**config.mk**
```make
export PLATFORM = sky130hd
export DESIGN_NAME = multi_one_shot_flat
export DESIGN_NICKNAME = d
export VERILOG_FILES = /design/src/rtl/multi_one_shot_pkg.sv /design/src/rtl/multi_one_shot_if.sv /design/src/rtl/multi_one_shot_ch.sv /design/src/rtl/multi_one_shot.sv /design/src/flat_wrapper.sv
export SDC_FILE = /design/constraint.sdc
export NUM_CORES = 1
export LEC_CHECK = 0
export ABC_AREA = 1
export CAP_MARGIN = 20
export CORE_MARGIN = 4
export CORE_UTILIZATION = 49
export CTS_BUF_LIST = sky130_fd_sc_hd__clkbuf_16
export DETAILED_ROUTE_END_ITERATION = 7
export PLACE_DENSITY = 0.81
export SLEW_MARGIN = 20
export SYNTH_ARGS = -nofsm -noshare
export SYNTH_HDL_FRONTEND = slang
export SYNTH_SLANG_ARGS = --single-unit
```
**constraint.sdc**
```tcl
create_clock -name clk -period 1.3 [get_ports clk]
set_input_delay 0.13 -clock clk [delete_from_list [all_inputs] [get_ports clk]]
set_output_delay 0.13 -clock clk [all_outputs]
set_load 0.03 [all_outputs]
```
**src/rtl/multi_one_shot_pkg.sv**
```systemverilog
// one_shot_pkg: shared types and sizing helper for the multi-channel one-shot
package one_shot_pkg;

    typedef enum logic [1:0] {ES_OFF, ES_RISE, ES_FALL, ES_BOTH} edge_sel_t;

    typedef enum logic [1:0] {ST_IDLE, ST_ACTIVE, ST_HOLD} state_t;

    // Counter must hold the larger of the pulse and hold-off reload values.
    function automatic int cnt_width(input int pulse_len, input int holdoff);
        int m;
        m = pulse_len > holdoff ? pulse_len : holdoff;
        m = m < 1 ? 1 : m;
        return $clog2(m + 1);
    endfunction

endpackage

```
**src/rtl/multi_one_shot_if.sv**
```systemverilog
// multi_one_shot_if: per-channel input lines, edge selects and pulse/status outputs
interface multi_one_shot_if #(
    parameter int N_CH = 4
) ();
    logic [N_CH-1:0]   sig_in;
    logic [2*N_CH-1:0] edge_sel;
    logic [N_CH-1:0]   sig_out;
    logic [N_CH-1:0]   busy;
    logic [N_CH-1:0]   miss;

    modport master (output sig_in, edge_sel, input sig_out, busy, miss);
    modport slave  (input sig_in, edge_sel, output sig_out, busy, miss);
endinterface

```
**src/rtl/multi_one_shot_ch.sv**
```systemverilog
// one_shot_ch: one channel of synchroniser, edge detect, pulse FSM and counter
module one_shot_ch
    import one_shot_pkg::*;
#(
    parameter int   SYNC_STAGES = 2,
    parameter int   PULSE_LEN   = 1,
    parameter int   HOLDOFF     = 0,
    parameter bit   RETRIGGER   = 1'b0,
    parameter logic IDLE_LEVEL  = 1'b1
) (
    input  logic      clk,
    input  logic      RSTn,
    input  logic      sig_in,
    input  edge_sel_t edge_sel,
    output logic      sig_out,
    output logic      busy,
    output logic      miss
);
    localparam int CW = cnt_width(PULSE_LEN, HOLDOFF);
    localparam logic [CW-1:0] PL = CW'(PULSE_LEN - 1);
    localparam logic [CW-1:0] HL = CW'(HOLDOFF > 0 ? HOLDOFF - 1 : 0);

    logic [SYNC_STAGES-1:0] sync;
    logic s, h, rise_r, fall_r, q, miss_nxt;
    logic [CW-1:0] cnt, cnt_nxt;
    state_t state, nxt;

    assign s       = sync[SYNC_STAGES-1];
    assign q       = (edge_sel[0] & rise_r) | (edge_sel[1] & fall_r);
    assign sig_out = state == ST_ACTIVE;
    assign busy    = state != ST_IDLE;

    // Synchronise the line, keep one cycle of history and register the raw edges.
    always_ff @(posedge clk or negedge RSTn) begin
        if (!RSTn) begin
            sync   <= {SYNC_STAGES{IDLE_LEVEL}};
            h      <= IDLE_LEVEL;
            rise_r <= 1'b0;
            fall_r <= 1'b0;
        end else begin
            sync   <= {sync[SYNC_STAGES-2:0], sig_in};
            h      <= s;
            rise_r <= s & ~h;
            fall_r <= ~s & h;
        end
    end

    // Pulse FSM state, counter and miss flag registers.
    always_ff @(posedge clk or negedge RSTn) begin
        if (!RSTn) begin
            state <= ST_IDLE;
            cnt   <= '0;
            miss  <= 1'b0;
        end else begin
            state <= nxt;
            cnt   <= cnt_nxt;
            miss  <= miss_nxt;
        end
    end

    // Next state: a discarded edge flags miss but never stalls the running count.
    always_comb begin
        nxt      = state;
        cnt_nxt  = cnt;
        miss_nxt = 1'b0;
        case (state)
            ST_IDLE: begin
                nxt     = q ? ST_ACTIVE : ST_IDLE;
                cnt_nxt = q ? PL : cnt;
            end
            ST_ACTIVE: begin
                if (q && RETRIGGER) begin
                    cnt_nxt = PL;
                end else begin
                    miss_nxt = q;
                    if (cnt == '0) begin
                        nxt     = HOLDOFF > 0 ? ST_HOLD : ST_IDLE;
                        cnt_nxt = HL;
                    end else begin
                        cnt_nxt = cnt - 1'b1;
                    end
                end
            end
            ST_HOLD: begin
                miss_nxt = q;
                nxt      = cnt == '0 ? ST_IDLE : ST_HOLD;
                cnt_nxt  = cnt == '0 ? cnt : cnt - 1'b1;
            end
            default: nxt = ST_IDLE;
        endcase
    end

endmodule

```
**src/rtl/multi_one_shot.sv**
```systemverilog
// multi_one_shot: N independent one-shot channels sliced from a shared bus
module multi_one_shot
    import one_shot_pkg::*;
#(
    parameter int   N_CH        = 4,
    parameter int   SYNC_STAGES = 2,
    parameter int   PULSE_LEN   = 1,
    parameter int   HOLDOFF     = 0,
    parameter bit   RETRIGGER   = 1'b0,
    parameter logic IDLE_LEVEL  = 1'b1
) (
    input logic              clk,
    input logic              RSTn,
    multi_one_shot_if.slave  bus
);
    for (genvar i = 0; i < N_CH; i++) begin : g_ch
        one_shot_ch #(
            .SYNC_STAGES(SYNC_STAGES),
            .PULSE_LEN  (PULSE_LEN),
            .HOLDOFF    (HOLDOFF),
            .RETRIGGER  (RETRIGGER),
            .IDLE_LEVEL (IDLE_LEVEL)
        ) u_ch (
            .clk     (clk),
            .RSTn    (RSTn),
            .sig_in  (bus.sig_in[i]),
            .edge_sel(edge_sel_t'(bus.edge_sel[2*i+:2])),
            .sig_out (bus.sig_out[i]),
            .busy    (bus.busy[i]),
            .miss    (bus.miss[i])
        );
    end

endmodule

```
**src/flat_wrapper.sv**
```systemverilog
// flat-port wrapper written by rule: the top's interface ports become plain ports
module multi_one_shot_flat import one_shot_pkg::*;
#(
    parameter int   N_CH        = 4,
    parameter int   SYNC_STAGES = 2,
    parameter int   PULSE_LEN   = 1,
    parameter int   HOLDOFF     = 0,
    parameter bit   RETRIGGER   = 1'b0,
    parameter logic IDLE_LEVEL  = 1'b1
)
  (clk, RSTn, bus_sig_in, bus_edge_sel, bus_sig_out, bus_busy, bus_miss);
  multi_one_shot_if #(.N_CH(N_CH)) bus_i ();
  input logic clk;
  input logic RSTn;
  input wire logic [$bits(bus_i.sig_in)-1:0] bus_sig_in;
  input wire logic [$bits(bus_i.edge_sel)-1:0] bus_edge_sel;
  output wire logic [$bits(bus_i.sig_out)-1:0] bus_sig_out;
  output wire logic [$bits(bus_i.busy)-1:0] bus_busy;
  output wire logic [$bits(bus_i.miss)-1:0] bus_miss;
  assign bus_i.sig_in = bus_sig_in;
  assign bus_i.edge_sel = bus_edge_sel;
  assign bus_sig_out = bus_i.sig_out;
  assign bus_busy = bus_i.busy;
  assign bus_miss = bus_i.miss;
  multi_one_shot #(.N_CH(N_CH), .SYNC_STAGES(SYNC_STAGES), .PULSE_LEN(PULSE_LEN), .HOLDOFF(HOLDOFF), .RETRIGGER(RETRIGGER), .IDLE_LEVEL(IDLE_LEVEL)) u_core (.clk(clk), .RSTn(RSTn), .bus(bus_i));
endmodule
```
; ---- Word level (Yosys, flattened, before mapping)
; Cells that the tools add are included.
[classes]
muxes = 32
bitwise = 28
n_eq_ne = 16
addsub = 4
n_reduce_logical = 20
[op_table]
columns = cell, n
row1 = $pmux W2 S3, 4
row2 = $and A1 B1 Y1, 16
row3 = $mux W1, 16
row4 = $mux W2, 8
row5 = $ne A2 B2 Y1 const B, 8
row6 = $reduce_bool A2 Y1, 8
row7 = $eq A2 B1 Y1 const B, 4
row8 = $eq A2 B2 Y1 const B, 4
row9 = $logic_not A2 Y1, 4
row10 = $not A1 Y1, 8
row11 = $pmux W1 S2, 4
row12 = $reduce_and A2 Y1, 4
row13 = $reduce_or A2 Y1, 4
row14 = $or A1 B1 Y1, 4
row15 = $sub A1 B1 Y1 const B, 4
[word_totals]
input_bits = 14
out_inout_bits = 12
ff_bits = 36
elab_cells = 128

; ---- Depth between registers and ports, before layout
[depth]
depth_word = 4
ltp_mapped = 2
mapped_depth_nobuf = 2

; ---- Cells and area by module
; From an unflattened synthesis, not the netlist that was laid out.
[hier_totals]
hier_cells = 68
hier_area_um2 = 890.9
[modules_own_cells]
columns = mod, n_inst, area_per_inst_um2, cells_per_inst
row1 = one_shot_ch, 4, 222.7, 17

; ---- Least setup slack after synthesis
; OpenSTA, ideal clock, no wires.
[synth_path]
path_kind = register to register
from = register u_core.g_ch[0].u_ch.sync[1]
to = register u_core.g_ch[0].u_ch.rise_r
stages_incl_launch_ff = 3
setup_ps = 71
period_less_slack_ps = 679
slack_ps = 621
required_time_ps = 1229
path_buffers = 0
arrival_ps = 608
cell_sequence = dfstp_2 inv_1 nor2_1
[synth_between]
elab_chain_len = 1
[synth_lines]
columns = item, line_no
row1 = from (decl), multi_one_shot_ch.sv:23  ; logic [SYNC_STAGES-1:0] sync;
row2 = from (signal assigned), multi_one_shot_ch.sv:36  ; sync <= {SYNC_STAGES{IDLE_LEVEL}};
row3 = from (signal assigned), multi_one_shot_ch.sv:41  ; sync <= {sync[SYNC_STAGES-2:0], sig_in};
row4 = $and A1 B1 Y1, multi_one_shot_ch.sv:43  ; rise_r <= s & ~h;
row5 = to (signal assigned), multi_one_shot_ch.sv:43
row6 = to (decl), multi_one_shot_ch.sv:24  ; logic s, h, rise_r, fall_r, q, miss_nxt;
; Every way passes these cells.
; A chain may end at the register's enable or synchronous reset.

; ---- Final worst setup path
[layout_path]
from = register u_core.g_ch[1].u_ch.state[0]
to = output bus_busy[1]
[layout_between]
elab_chain_len = 1
[layout_lines]
columns = item, line_no
row1 = from (decl), multi_one_shot_ch.sv:26  ; state_t state, nxt;
row2 = from (signal assigned), multi_one_shot_ch.sv:55  ; state <= nxt;
row3 = $reduce_bool A2 Y1, multi_one_shot_ch.sv:31  ; assign busy = state != ST_IDLE;
row4 = to (decl), flat_wrapper.sv:18  ; output wire logic [$bits(bus_i.busy)-1:0] bus_busy;
; Every way passes these cells.

==> impl_metrics.env <==
export IMPL_status="completed"
export IMPL_cp_start_kind="flop"
export IMPL_crit_path_end_kind="primary output"
export IMPL_nNetsFinal=109
export IMPL_multi_input_area_um2=100
export IMPL_crit_path_cell_trace="dlygate4sd2_1"
export IMPL_fin_util=0.681
export IMPL_cts_made_buffers=3
export IMPL_max_freq_ghz=0.840
export IMPL_hold_violations=0
export IMPL_post_drt_via_cell_ratio=4.24
export IMPL_setup_viol=0
export IMPL_placedInstanceArea_um2=1150
export IMPL_clock_root_buffer="clkbuf_16"
export IMPL_regArea_um2=716
export IMPL_post_route_period_util=0.916
export IMPL_reg2regPathDepth=2
export IMPL_wl_mm=1.33
export IMPL_synth_cell_types=7
export IMPL_ys_ff_latch=28
export IMPL_num_vias=505
export IMPL_cts_tree="yes"
export IMPL_worstPathBufferInverterCount=1
export IMPL_cp_required_ps=1170
export IMPL_final_common_cell="dfrtp_1"
export IMPL_first_iter_violations=12
export IMPL_place_port_buffers=25
export IMPL_fin_crit_ps=1190
export IMPL_finalSetupTns_ps=0
export IMPL_syn_inst=76
export IMPL_ant_nets=0
export IMPL_antenna_found_initial=0
export IMPL_grt_max_degree=29
export IMPL_crit_fanout=4
export IMPL_rows=15
export IMPL_syn_cell_area_um2=951
export IMPL_crit_type="reg2out"
export IMPL_route_detailed_drc=0
export IMPL_hpwl_um=972
export IMPL_nFillCells=134
export IMPL_power_leakage_nw=0.612
export IMPL_fin_area_um2=1210
export IMPL_ios=26
export IMPL_syn_area_per_cell_um2=12.5
export IMPL_vdd_drop_max_mv=1.18
export IMPL_timing_rr_start="u_core.g_ch[0].u_ch.sync[1]$_DFF_PN1_"
export IMPL_layout_common_cells="16 x dfrtp_1, 13 x inv_1, 13 x clkdlybuf4s50_1"
export IMPL_die_x_um=52.1
export IMPL_crit_path_max_incr_delay_ps=420
export IMPL_globalplace_congestion=0.677
export IMPL_design_die_area_um2=2710
export IMPL_tightest_slew_ps=337
export IMPL_cap_violations=0
export IMPL_clock_latency_ps=260
export IMPL_worstReg2RegEnd="u_core.g_ch[0].u_ch.rise_r$_DFF_PN0_"
export IMPL_die_y_um=52.1
export IMPL_cpMaxStageDelayCell="dlygate4sd2_1"
export IMPL_hp_class="in2async"
export IMPL_cp_top_family="buffers and inverters"
export IMPL_grt_overflow=0
export IMPL_slew_headroom=0.775
export IMPL_clk_path_buf_depth=2
export IMPL_grt_setup_unrepaired="no"
export IMPL_area_growth_pct=27.6
export IMPL_first_pass_iters=4
export IMPL_synth_nets=90
export IMPL_post_cts_buffers=0
export IMPL_cts_reportedPaths_clkPinSlew_ps=60
export IMPL_pre_cts_slack_ps=96.0
export IMPL_cts_sinks=28
export IMPL_grt_pass1_vias=520
export IMPL_fin_skew_ps=4.19
export IMPL_drv_slew=0
export IMPL_yosysSeqAreaShare=0.753
export IMPL_grt_total_usage=0.115
export IMPL_initial_core_util=0.533
export IMPL_antenna_cells=0
export IMPL_r2r_setup_slack_ps=560
export IMPL_setup_slack_ps=110
export IMPL_grt_pass1_wl_mm=2.19
export IMPL_drt_wirelength_per_cell_um=11.1
export IMPL_yosysWarningCount=0
export IMPL_cts_max_level=1
export IMPL_drive_gt1_frac=0.170
export IMPL_core_um2=1780
export IMPL_critical_path_arrival_ps=1060
export IMPL_power_density_nw_per_um2=1460
[layout make-up]
type / instances / share of cell area
Sequential cell: 28 / 0.590
Clock inverter: 1 / 0.00309
Timing Repair Buffer: 26 / 0.200
Clock buffer: 3 / 0.0619
Multi-Input combinational cell: 24 / 0.0825
Tap cell: 25 / 0.0258
Inverter: 12 / 0.0371
[per-stage QoR]
stage	hold slack (ps)	std cells	power, mW
after global placement	346	115	1.13
after detailed placement	347	115	1.14
after CTS	243	119	1.80
after global routing	272	119	1.85
final	238	119	1.77
after floorplan	-166	76	1.06
[report_power, final]
part | switching (mW) | internal [mW]
registers | 0.0217 | 0.931
clock network | 0.255 | 0.411
logic | 0.0900 | 0.0667
total | 0.366 | 1.41
[registers in the layout, indices dropped and copies added (netlist names)]
register	count
u_core.g_ch.u_ch.miss	4
u_core.g_ch.u_ch.state	4
u_core.g_ch.u_ch.sync	8
u_core.g_ch.u_ch.rise_r	4
u_core.g_ch.u_ch.h	4
u_core.g_ch.u_ch.fall_r	4
[what timing repair did]
item / 4_1_cts / 5_1_grt
gates resized for setup: 12 / 0
endpoints found under the setup margin: 12 / 0
hold buffers: 0 / 0
[metal layers]
metal  track usage  up-vias  share of wire  routed length (um)
met5             0        -              0                   0
met4        0.0262        0         0.0075                  10
met3        0.0516        3          0.082                 109
met2         0.207       19           0.52                 692
met1         0.123      234           0.39                 513
li1              -      249              -                   -
[logic make-up after synthesis]
| group | after synthesis | share of synthesized area |
|---|---|---|
| DFF | 28 | 0.753 |
| AOI/OAI and AO/OA | 8 | 0.0421 |
| buffers and inverters | 24 | 0.142 |
| and+or+nand+nor | 16 | 0.0632 |
[synth_stat cells (all sizes together)]
| cell | instances | share of area |
|---|---|---|
| dfrtp | 16 | 0.42 |
| buf | 12 | 0.095 |
| dfstp | 12 | 0.33 |
| inv | 12 | 0.047 |
| a21oi | 8 | 0.042 |
| nand2 | 8 | 0.032 |
| nor2 | 8 | 0.032 |
[worst max-delay path by stage]
stage / start / endpoint / slack, ps / cells past startpoint
floorplan: u_core.g_ch[0].u_ch.sync[1]$_DFF_PN1_ / u_core.g_ch[0].u_ch.rise_r$_DFF_PN0_ / 620 / 2
global placement: u_core.g_ch[3].u_ch.state[0]$_DFF_PN0_ / bus_busy[3] / 140 / 1
detailed placement: u_core.g_ch[1].u_ch.state[0]$_DFF_PN0_ / bus_busy[1] / 100 / 1
CTS: u_core.g_ch[0].u_ch.state[0]$_DFF_PN0_ / bus_busy[0] / 70 / 1
global route: u_core.g_ch[2].u_ch.state[0]$_DFF_PN0_ / bus_busy[2] / 60 / 1
finish: u_core.g_ch[1].u_ch.state[0]$_DFF_PN0_ / bus_busy[1] / 110 / 1
Note: power is estimated with default switching activity, not from simulation.
